## config.mk

```make
export PLATFORM = sky130hd
export DESIGN_NAME = alu_mul_seq
export DESIGN_NICKNAME = d
export VERILOG_FILES = /design/src/rtl/alu_mul_seq_pkg.sv /design/src/rtl/alu_mul_seq.sv
export SDC_FILE = /design/constraint.sdc
export NUM_CORES = 1
export LEC_CHECK = 0
export ABC_CLOCK_PERIOD_IN_PS = 6300
export CORE_MARGIN = 8
export CORE_UTILIZATION = 46
export DETAILED_ROUTE_END_ITERATION = 10
export PLACE_DENSITY = 0.88
export SLEW_MARGIN = 20
export SYNTH_ARGS = -nofsm -noshare
export SYNTH_HDL_FRONTEND = slang
export SYNTH_SLANG_ARGS = --single-unit
```

## constraint.sdc

```tcl
create_clock -name clk -period 6.3 [get_ports clk]
set_clock_uncertainty 0.15 [all_clocks]
set_input_delay 1.26 -clock clk [delete_from_list [all_inputs] [get_ports clk]]
set_output_delay 1.26 -clock clk [all_outputs]
set_load 0.005 [all_outputs]
```

## src/rtl/alu_mul_seq_pkg.sv

```systemverilog
// Shared ALU opcode constants and shift-add multiplier state encodings.
// Used by the ALU, its decoder and the sequential multiplier.
package alu_mul_seq_pkg;

  localparam logic [4:0] OP_ADD = 5'd0;
  localparam logic [4:0] OP_SLL = 5'd5;
  localparam logic [4:0] OP_NOP = 5'd28;

  localparam logic [1:0] ST_IDLE  = 2'd0;
  localparam logic [1:0] ST_ADD   = 2'd1;
  localparam logic [1:0] ST_SHIFT = 2'd2;
  localparam logic [1:0] ST_DONE  = 2'd3;

endpackage

```

## src/rtl/alu_mul_seq.sv

```systemverilog
// Unsigned 16x16 shift-add multiplier sequencing an external shared ALU.
// Fixed latency of 16 ADD/SHIFT pairs; all arithmetic goes through alu_out.
//
// state    | meaning
// ---------+-----------------------------------------------------
// IDLE     | waiting for start, ALU parked on NOP
// ADD      | conditionally accumulate mcand when mplier[0] is set
// SHIFT    | mcand <<= 1 through the ALU, mplier >>= 1, count step
// DONE     | one-cycle done pulse, product/ofl already published
module alu_mul_seq
  import alu_mul_seq_pkg::*;
#(
  parameter logic [4:0] ADD_OP = OP_ADD,
  parameter logic [4:0] SLL_OP = OP_SLL,
  parameter logic [4:0] NOP_OP = OP_NOP
) (
  input  logic        clk,
  input  logic        rst,
  input  logic        start,
  input  logic [15:0] a,
  input  logic [15:0] b,
  output logic        busy,
  output logic        done,
  output logic [15:0] product,
  output logic        ofl,
  output logic [15:0] alu_a,
  output logic [15:0] alu_b,
  output logic [4:0]  alu_op,
  output logic        alu_sign,
  input  logic [15:0] alu_out,
  input  logic        alu_ofl
);

  logic [1:0]  state_q, state_d;
  logic [15:0] acc_q, acc_d;
  logic [15:0] mcand_q, mcand_d;
  logic [15:0] mplier_q, mplier_d;
  logic [3:0]  cnt_q, cnt_d;
  logic        ofl_acc_q, ofl_acc_d;
  logic [15:0] product_q, product_d;
  logic        ofl_q, ofl_d;

  always_comb begin
    state_d   = state_q;
    acc_d     = acc_q;
    mcand_d   = mcand_q;
    mplier_d  = mplier_q;
    cnt_d     = cnt_q;
    ofl_acc_d = ofl_acc_q;
    product_d = product_q;
    ofl_d     = ofl_q;
    alu_a     = 16'd0;
    alu_b     = 16'd0;
    alu_op    = NOP_OP;
    case (state_q)
      ST_IDLE: begin
        if (start) begin
          mcand_d   = a;
          mplier_d  = b;
          acc_d     = 16'd0;
          ofl_acc_d = 1'b0;
          cnt_d     = 4'd0;
          state_d   = ST_ADD;
        end
      end
      ST_ADD: begin
        alu_op = ADD_OP;
        alu_a  = acc_q;
        alu_b  = mcand_q;
        if (mplier_q[0]) begin
          acc_d     = alu_out;
          ofl_acc_d = ofl_acc_q | alu_ofl;
        end
        state_d = ST_SHIFT;
      end
      ST_SHIFT: begin
        alu_op   = SLL_OP;
        alu_a    = mcand_q;
        alu_b    = 16'd1;
        mcand_d  = alu_out;
        mplier_d = {1'b0, mplier_q[15:1]};
        // A set bit shifted out of mcand matters only if higher multiplier bits remain.
        if (mcand_q[15] && (mplier_q[15:1] != 15'd0)) begin
          ofl_acc_d = 1'b1;
        end
        if (cnt_q == 4'd15) begin
          product_d = acc_q;
          ofl_d     = ofl_acc_d;
          state_d   = ST_DONE;
        end else begin
          cnt_d   = cnt_q + 4'd1;
          state_d = ST_ADD;
        end
      end
      ST_DONE: begin
        state_d = ST_IDLE;
      end
      default: begin
        state_d = ST_IDLE;
      end
    endcase
  end

  always_ff @(posedge clk) begin
    if (rst) begin
      state_q   <= ST_IDLE;
      acc_q     <= 16'd0;
      mcand_q   <= 16'd0;
      mplier_q  <= 16'd0;
      cnt_q     <= 4'd0;
      ofl_acc_q <= 1'b0;
      product_q <= 16'd0;
      ofl_q     <= 1'b0;
    end else begin
      state_q   <= state_d;
      acc_q     <= acc_d;
      mcand_q   <= mcand_d;
      mplier_q  <= mplier_d;
      cnt_q     <= cnt_d;
      ofl_acc_q <= ofl_acc_d;
      product_q <= product_d;
      ofl_q     <= ofl_d;
    end
  end

  assign busy     = (state_q != ST_IDLE);
  assign done     = (state_q == ST_DONE);
  assign product  = product_q;
  assign ofl      = ofl_q;
  assign alu_sign = 1'b0;

endmodule

```

==> results of run 1 <==
[per-stage QoR]
| step | instance area, sq um | power (mW) | std cells |
|---|---|---|---|
| 2_1_floorplan | 3630 | 0.765 | 399 |
| 3_3_place_gp | 4610 | 0.852 | 567 |
| 3_5_place_dp | 4610 | 0.866 | 567 |
| 4_1_cts | 4840 | 1.28 | 583 |
| 5_1_grt | 4840 | 1.34 | 583 |
| 6_report | 4840 | 1.29 | 583 |
[Yosys cell counts, types with 6 or more instances]
library cell | instances | area [sq um]
o31ai_1 | 17 | 128
ha_1 | 6 | 75.1
a211oi_2 | 30 | 375
nand3_1 | 18 | 90.1
a21oi_1 | 36 | 180
buf_4 | 6 | 45.0
buf_2 | 15 | 75.1
nand2_1 | 36 | 135
nor2_1 | 33 | 124
mux2i_1 | 32 | 320
and3_1 | 16 | 100
clkbuf_1 | 16 | 60.1
dfxtp_1 | 72 | 1440
a22o_1 | 16 | 140
inv_1 | 8 | 30.0
[placed cells by master (no fill, tap or decap), types with 9 or more instances in the layout]
cell type / count
clkdlybuf4s50_1: 105
dfxtp_1: 72
a21oi_1: 36
nand2_1: 36
mux2i_1: 32
nor2_1: 32
a211oi_2: 30
nand3_1: 18
o31ai_1: 17
and3_1: 16
a22o_1: 16
clkbuf_8: 9
[worst min-delay path by stage]
stage | startpoint | to | slack (ps)
detailed placement | product[6]$_SDFFE_PP0P_ | product[6]$_SDFFE_PP0P_ | 300
finish | product[0]$_SDFFE_PP0P_ | product[0]$_SDFFE_PP0P_ | 310
global placement | product[5]$_SDFFE_PP0P_ | product[5]$_SDFFE_PP0P_ | 290
CTS | product[6]$_SDFFE_PP0P_ | product[6]$_SDFFE_PP0P_ | 310
floorplan | mplier_q[15]$_SDFFE_PP0P_ | mplier_q[15]$_SDFFE_PP0P_ | 290
global route | product[15]$_SDFFE_PP0P_ | product[15]$_SDFFE_PP0P_ | 340
[layout make-up]
| type | instances | area, sq um |
|---|---|---|
| tap | 102 | 128 |
| timing repair buffer | 109 | 1080 |
| clock buffer | 9 | 124 |
| fill | 639 | 2850 |
| sequential | 72 | 1440 |
| inverter | 8 | 30.0 |
| clock inverter | 7 | 103 |
| multi-input combinational | 276 | 1930 |
[state kept, by name, summed over array words and instances, names as in the netlist]
name,count
cnt_q,4
state_q,2
ofl_acc_q,1
mcand_q,16
ofl,1
product,16
acc_q,16
mplier_q,16
[critical path, cell delays in order, from the launching register on]
cell and delay, ps:
dfxtp_1 440, inv_1 120, ha_1 570, and2_1 640, a22o_1 260, clkdlybuf4s50_1 520
[routing by layer]
metal,track usage,routed length [um]
met5,0,0
met4,0.0856,350
met3,0.0405,856
met2,0.317,5300
met1,0.258,4720
[kinds of logic after synthesis]
kind of cell | Yosys count | share of synthesized area
muxes | 33 | 0.0923
AOI/OAI and AO/OA | 114 | 0.256
adders and majority gates | 6 | 0.0207
other | 1 | 0.00103
and+or+nand+nor | 121 | 0.160
buffers and inverters | 51 | 0.0727
DFF | 72 | 0.397
[power by group through the flow]
stage | sequential (mW) | clock [mW] | combinational, mW
floorplan | 0.529 | 0 | 0.236
global placement | 0.546 | 0 | 0.306
detailed placement | 0.548 | 0 | 0.318
CTS | 0.538 | 0.424 | 0.320
global route | 0.543 | 0.449 | 0.349
finish | 0.539 | 0.422 | 0.323
==> impl_metrics.tcl, run 1 <==
set metrics [dict create \
    syn_to_final_growth_pct 33.3 \
    core_area_sq_um 7690 \
    drive_gt1_frac 0.112 \
    rr_worst_depth 6 \
    hp-class "reg2reg" \
    ys_seq_area_frac 0.397 \
    antenna_cells 0 \
    clockRootBuffer "clkbuf_8" \
    clk_latency_ps 350 \
    period_minus_slack_ps 4310 \
    cts_setup_buffers 0 \
    clock_power_share 0.329 \
    fp.dieH_um 105 \
    r2r_start "state_q[0]$_SDFFE_PP0P_" \
    gr-total-overflow 0 \
    powerDensity_nw_per_um2 266 \
    cts_resized 0 \
    p_sw_mw 0.423 \
    cts_buffers 9 \
    max_clock_freq_mhz 232 \
    crit_path_max_fanout 19 \
    clockBufferDepth 2 \
    cap_viol_max_count 0 \
    seq_power_share 0.420 \
    pwr-share-comb 0.252 \
    place_ws_ps 2420 \
    maxSlewViolCount 0 \
    via_per_inst 5.84 \
    start_util 0.472 \
    cts_tree "done" \
    gp_congestion 0.997 \
    ios 109 \
    grt_max_degree 73 \
    ys_ff_latch 72 \
    grt_pass1_wl_um 17900 \
    rsz0062_at_grt "no" \
    crit_arrival_ps 2900 \
    synth_edf_count 0 \
    vias 3406 \
    r2r_slack_ps 3450 \
    end_kind "primary output" \
    fin_crit_sh 0.684 \
    nNetsFinal 534 \
    grt_pass1_vias 3333 \
    whs_ps 314 \
    drtPass1Iterations 4 \
    hold_violations 0 \
    internal_power_mw 0.862 \
    routed_wl_um 11200 \
    setup_violations 0 \
    crit_end "alu_a[15]" \
    cp.required_ps 4890 \
    wire_per_inst_um 19.3 \
    clock-sinks 72 \
    utilization 0.629 \
    portBuffers 106 \
    gr-usage-all-layers 0.200 \
    p_sw_frac 0.330 \
    vdd_drop_max_uv 138 \
    slew_headroom 0.388 \
    cp-start-kind "flop" \
    synth_cell_types 40 \
    outcome "completed" \
    ys_warn_count 0 \
    ys.flop_type "dfxtp_1" \
    cts.clk_slew.worst_paths_ps 80 \
    synth_area_sq_um 3630 \
    rows 32 \
    die-area_sq_um 11000 \
    hpwl_um 8390 \
    die_w_um 105 \
    setup_tns_ps 0 \
    worst_pin_slew_ps 917 \
    postCtsHoldBufs 0 \
    ys_async_sr_fraction 0 \
    route.detailed.drc 0 \
    path_class "reg2out" \
    worst_slack_ps 1990 \
    htreeDepth 3 \
    p_leak_nw 1.71 \
    ant_nets 0 \
    r2r_end "cnt_q[3]$_SDFFE_PP0P_" \
    hold_path_depth 2 \
    drtIter0Drc 414 \
    startpoint "state_q[0]$_SDFFE_PP0P_" \
    antenna_found_initial 0 \
    syn_inst 398 \
    avgSynthCellArea_sq_um 9.12 \
]
Power figures use the tool's default switching activity.
==> inputs of run 2 (changes only) <==
--- a/config.mk
+++ b/config.mk
@@ -5,11 +5,11 @@
 export SDC_FILE = /design/constraint.sdc
 export NUM_CORES = 1
 export LEC_CHECK = 0
-export ABC_CLOCK_PERIOD_IN_PS = 6300
+export ABC_CLOCK_PERIOD_IN_PS = 3600
 export CORE_MARGIN = 8
-export CORE_UTILIZATION = 46
+export CORE_UTILIZATION = 43
 export DETAILED_ROUTE_END_ITERATION = 10
-export PLACE_DENSITY = 0.88
+export PLACE_DENSITY = 0.87
 export SLEW_MARGIN = 20
 export SYNTH_ARGS = -nofsm -noshare
 export SYNTH_HDL_FRONTEND = slang
==> constraint.sdc (replaced) <==
create_clock -name clk -period 3.6 [get_ports clk]
set_clock_uncertainty 0.15 [all_clocks]
set_input_delay 0.72 -clock clk [delete_from_list [all_inputs] [get_ports clk]]
set_output_delay 0.72 -clock clk [all_outputs]
set_load 0.005 [all_outputs]
==> impl_metrics.tcl, run 2 (synthesis gave the netlist of run 1 again) <==
set metrics [dict create \
    clockBufferDepth 2 \
    layout_common_cells "105 x clkdlybuf4s50_1, 72 x dfxtp_1, 36 x a21oi_1, 36 x nand2_1, 33 x nor2_1" \
    path_class "reg2out" \
    whs_ps 307 \
    worst_pin_slew_ps 1010 \
    hp-class "reg2reg" \
    antenna_cells 0 \
    rsz0062_at_grt "no" \
    die_w_um 108 \
    whs_endpoint "product[2]$_SDFFE_PP0P_" \
    max_clock_freq_mhz 287 \
    wire_per_inst_um 19.0 \
    p_leak_nw 1.72 \
    cts_buffers 9 \
    clockRootBuffer "clkbuf_8" \
    finalPower_mw 2.16 \
    path_cells "inv_1 -> ha_1 -> and2_1 -> a22o_1 -> clkdlybuf4s50_1" \
    drtPass1Iterations 4 \
    cp-start-kind "flop" \
    startpoint "state_q[0]$_SDFFE_PP0P_" \
    htreeDepth 3 \
    slew_headroom 0.324 \
    r2r_start "state_q[0]$_SDFFE_PP0P_" \
    grt_pass1_wl_um 17300 \
    ant_nets 0 \
    grt_pass1_vias 3278 \
    critPathBufInv 2 \
    vias 3382 \
    nNetsFinal 539 \
    syn_to_final_growth_pct 33.4 \
    vdd_drop_max_uv 254 \
    hpwl_um 7850 \
    postCtsHoldBufs 0 \
    clock-sinks 72 \
    core_area_sq_um 8220 \
    cp.required_ps 2730 \
    routed_wl_um 11200 \
    fp.dieH_um 108 \
    cts_resized 0 \
    route.detailed.drc 0 \
    hold_path_depth 2 \
    gr-total-overflow 0 \
    finish.instance_area_sq_um 4840 \
    gp_congestion 0.900 \
    via_per_inst 5.74 \
    drtIter0Drc 267 \
    drive_gt1_frac 0.116 \
    gr-usage-all-layers 0.187 \
    mostFrequentLayoutCell "clkdlybuf4s50_1" \
    place_area_sq_um 4650 \
    crit_path_max_fanout 18 \
    r2r_slack_ps 860 \
    setup_violations 0 \
    powerDensity_nw_per_um2 446 \
    crit_arrival_ps 2620 \
    rr_worst_depth 6 \
    cts_setup_buffers 0 \
    start_util 0.442 \
    rows 33 \
    max_stage_delay_ps 660 \
    r2r_end "cnt_q[2]$_SDFFE_PP0P_" \
    fin_crit_sh 0.968 \
    maxSlewViolCount 0 \
    cts.clk_slew.worst_paths_ps 70 \
    hp-start "product[2]$_SDFFE_PP0P_" \
    setup_tns_ps 0 \
    grt_max_degree 68 \
    portBuffers 106 \
    cap_viol_max_count 0 \
    outcome "completed" \
    clk_latency_ps 350 \
    crit_slowest_cell "and2_1" \
    hold_violations 0 \
    antenna_found_initial 0 \
    period_minus_slack_ps 3490 \
    ios 109 \
    crit_family "simple AND/OR/NAND/NOR gates" \
    end_kind "primary output" \
    cts_tree "done" \
    die-area_sq_um 11600 \
]
-- run 2: worst reg2reg max path: stages, from the launching register on --
cell      delay, ps
dfxtp_1         350
inv_1           120
ha_2            190
buf_4           560
mux2_4          850
a21oi_1         220
a211oi_2        220
-- run 2: where the power goes --
| part | leakage [nW] | switching, mW | internal [mW] |
|---|---|---|---|
| registers | 0.588 | 0.0654 | 0.868 |
| logic | 1.04 | 0.336 | 0.248 |
| clock network | 0.0973 | 0.296 | 0.349 |
-- run 2: worst max-delay path by stage --
stage	endpoint	depth (start not counted)
6_report	alu_a[11]	5
5_1_grt	alu_a[5]	5
4_1_cts	alu_a[11]	5
3_5_place_dp	alu_a[3]	5
3_3_place_gp	alu_a[1]	5
2_1_floorplan	alu_a[0]	6
-- run 2: routing by layer --
metal | share of wire | track usage | up-vias
met5 | 0 | 0 | -
met4 | 0.026 | 0.0882 | 0
met3 | 0.070 | 0.0407 | 23
met2 | 0.49 | 0.321 | 146
met1 | 0.41 | 0.216 | 1609
li1 | - | - | 1604
-- run 2: stage by stage --
stage	setup slack (ps)	utilization	std cells
2_1_floorplan	1190	-	399
3_3_place_gp	622	0.566	575
3_5_place_dp	549	0.566	575
4_1_cts	144	0.590	589
5_1_grt	2.97	0.590	589
6_report	114	0.590	589
-- run 2: final cells by class --
class	instances	area, sq um
fill	691	3370
multi-input combinational	276	1930
sequential	72	1440
timing repair buffer	114	1120
clock buffer	11	151
tap	105	131
clock inverter	3	42.5
inverter	8	30.0
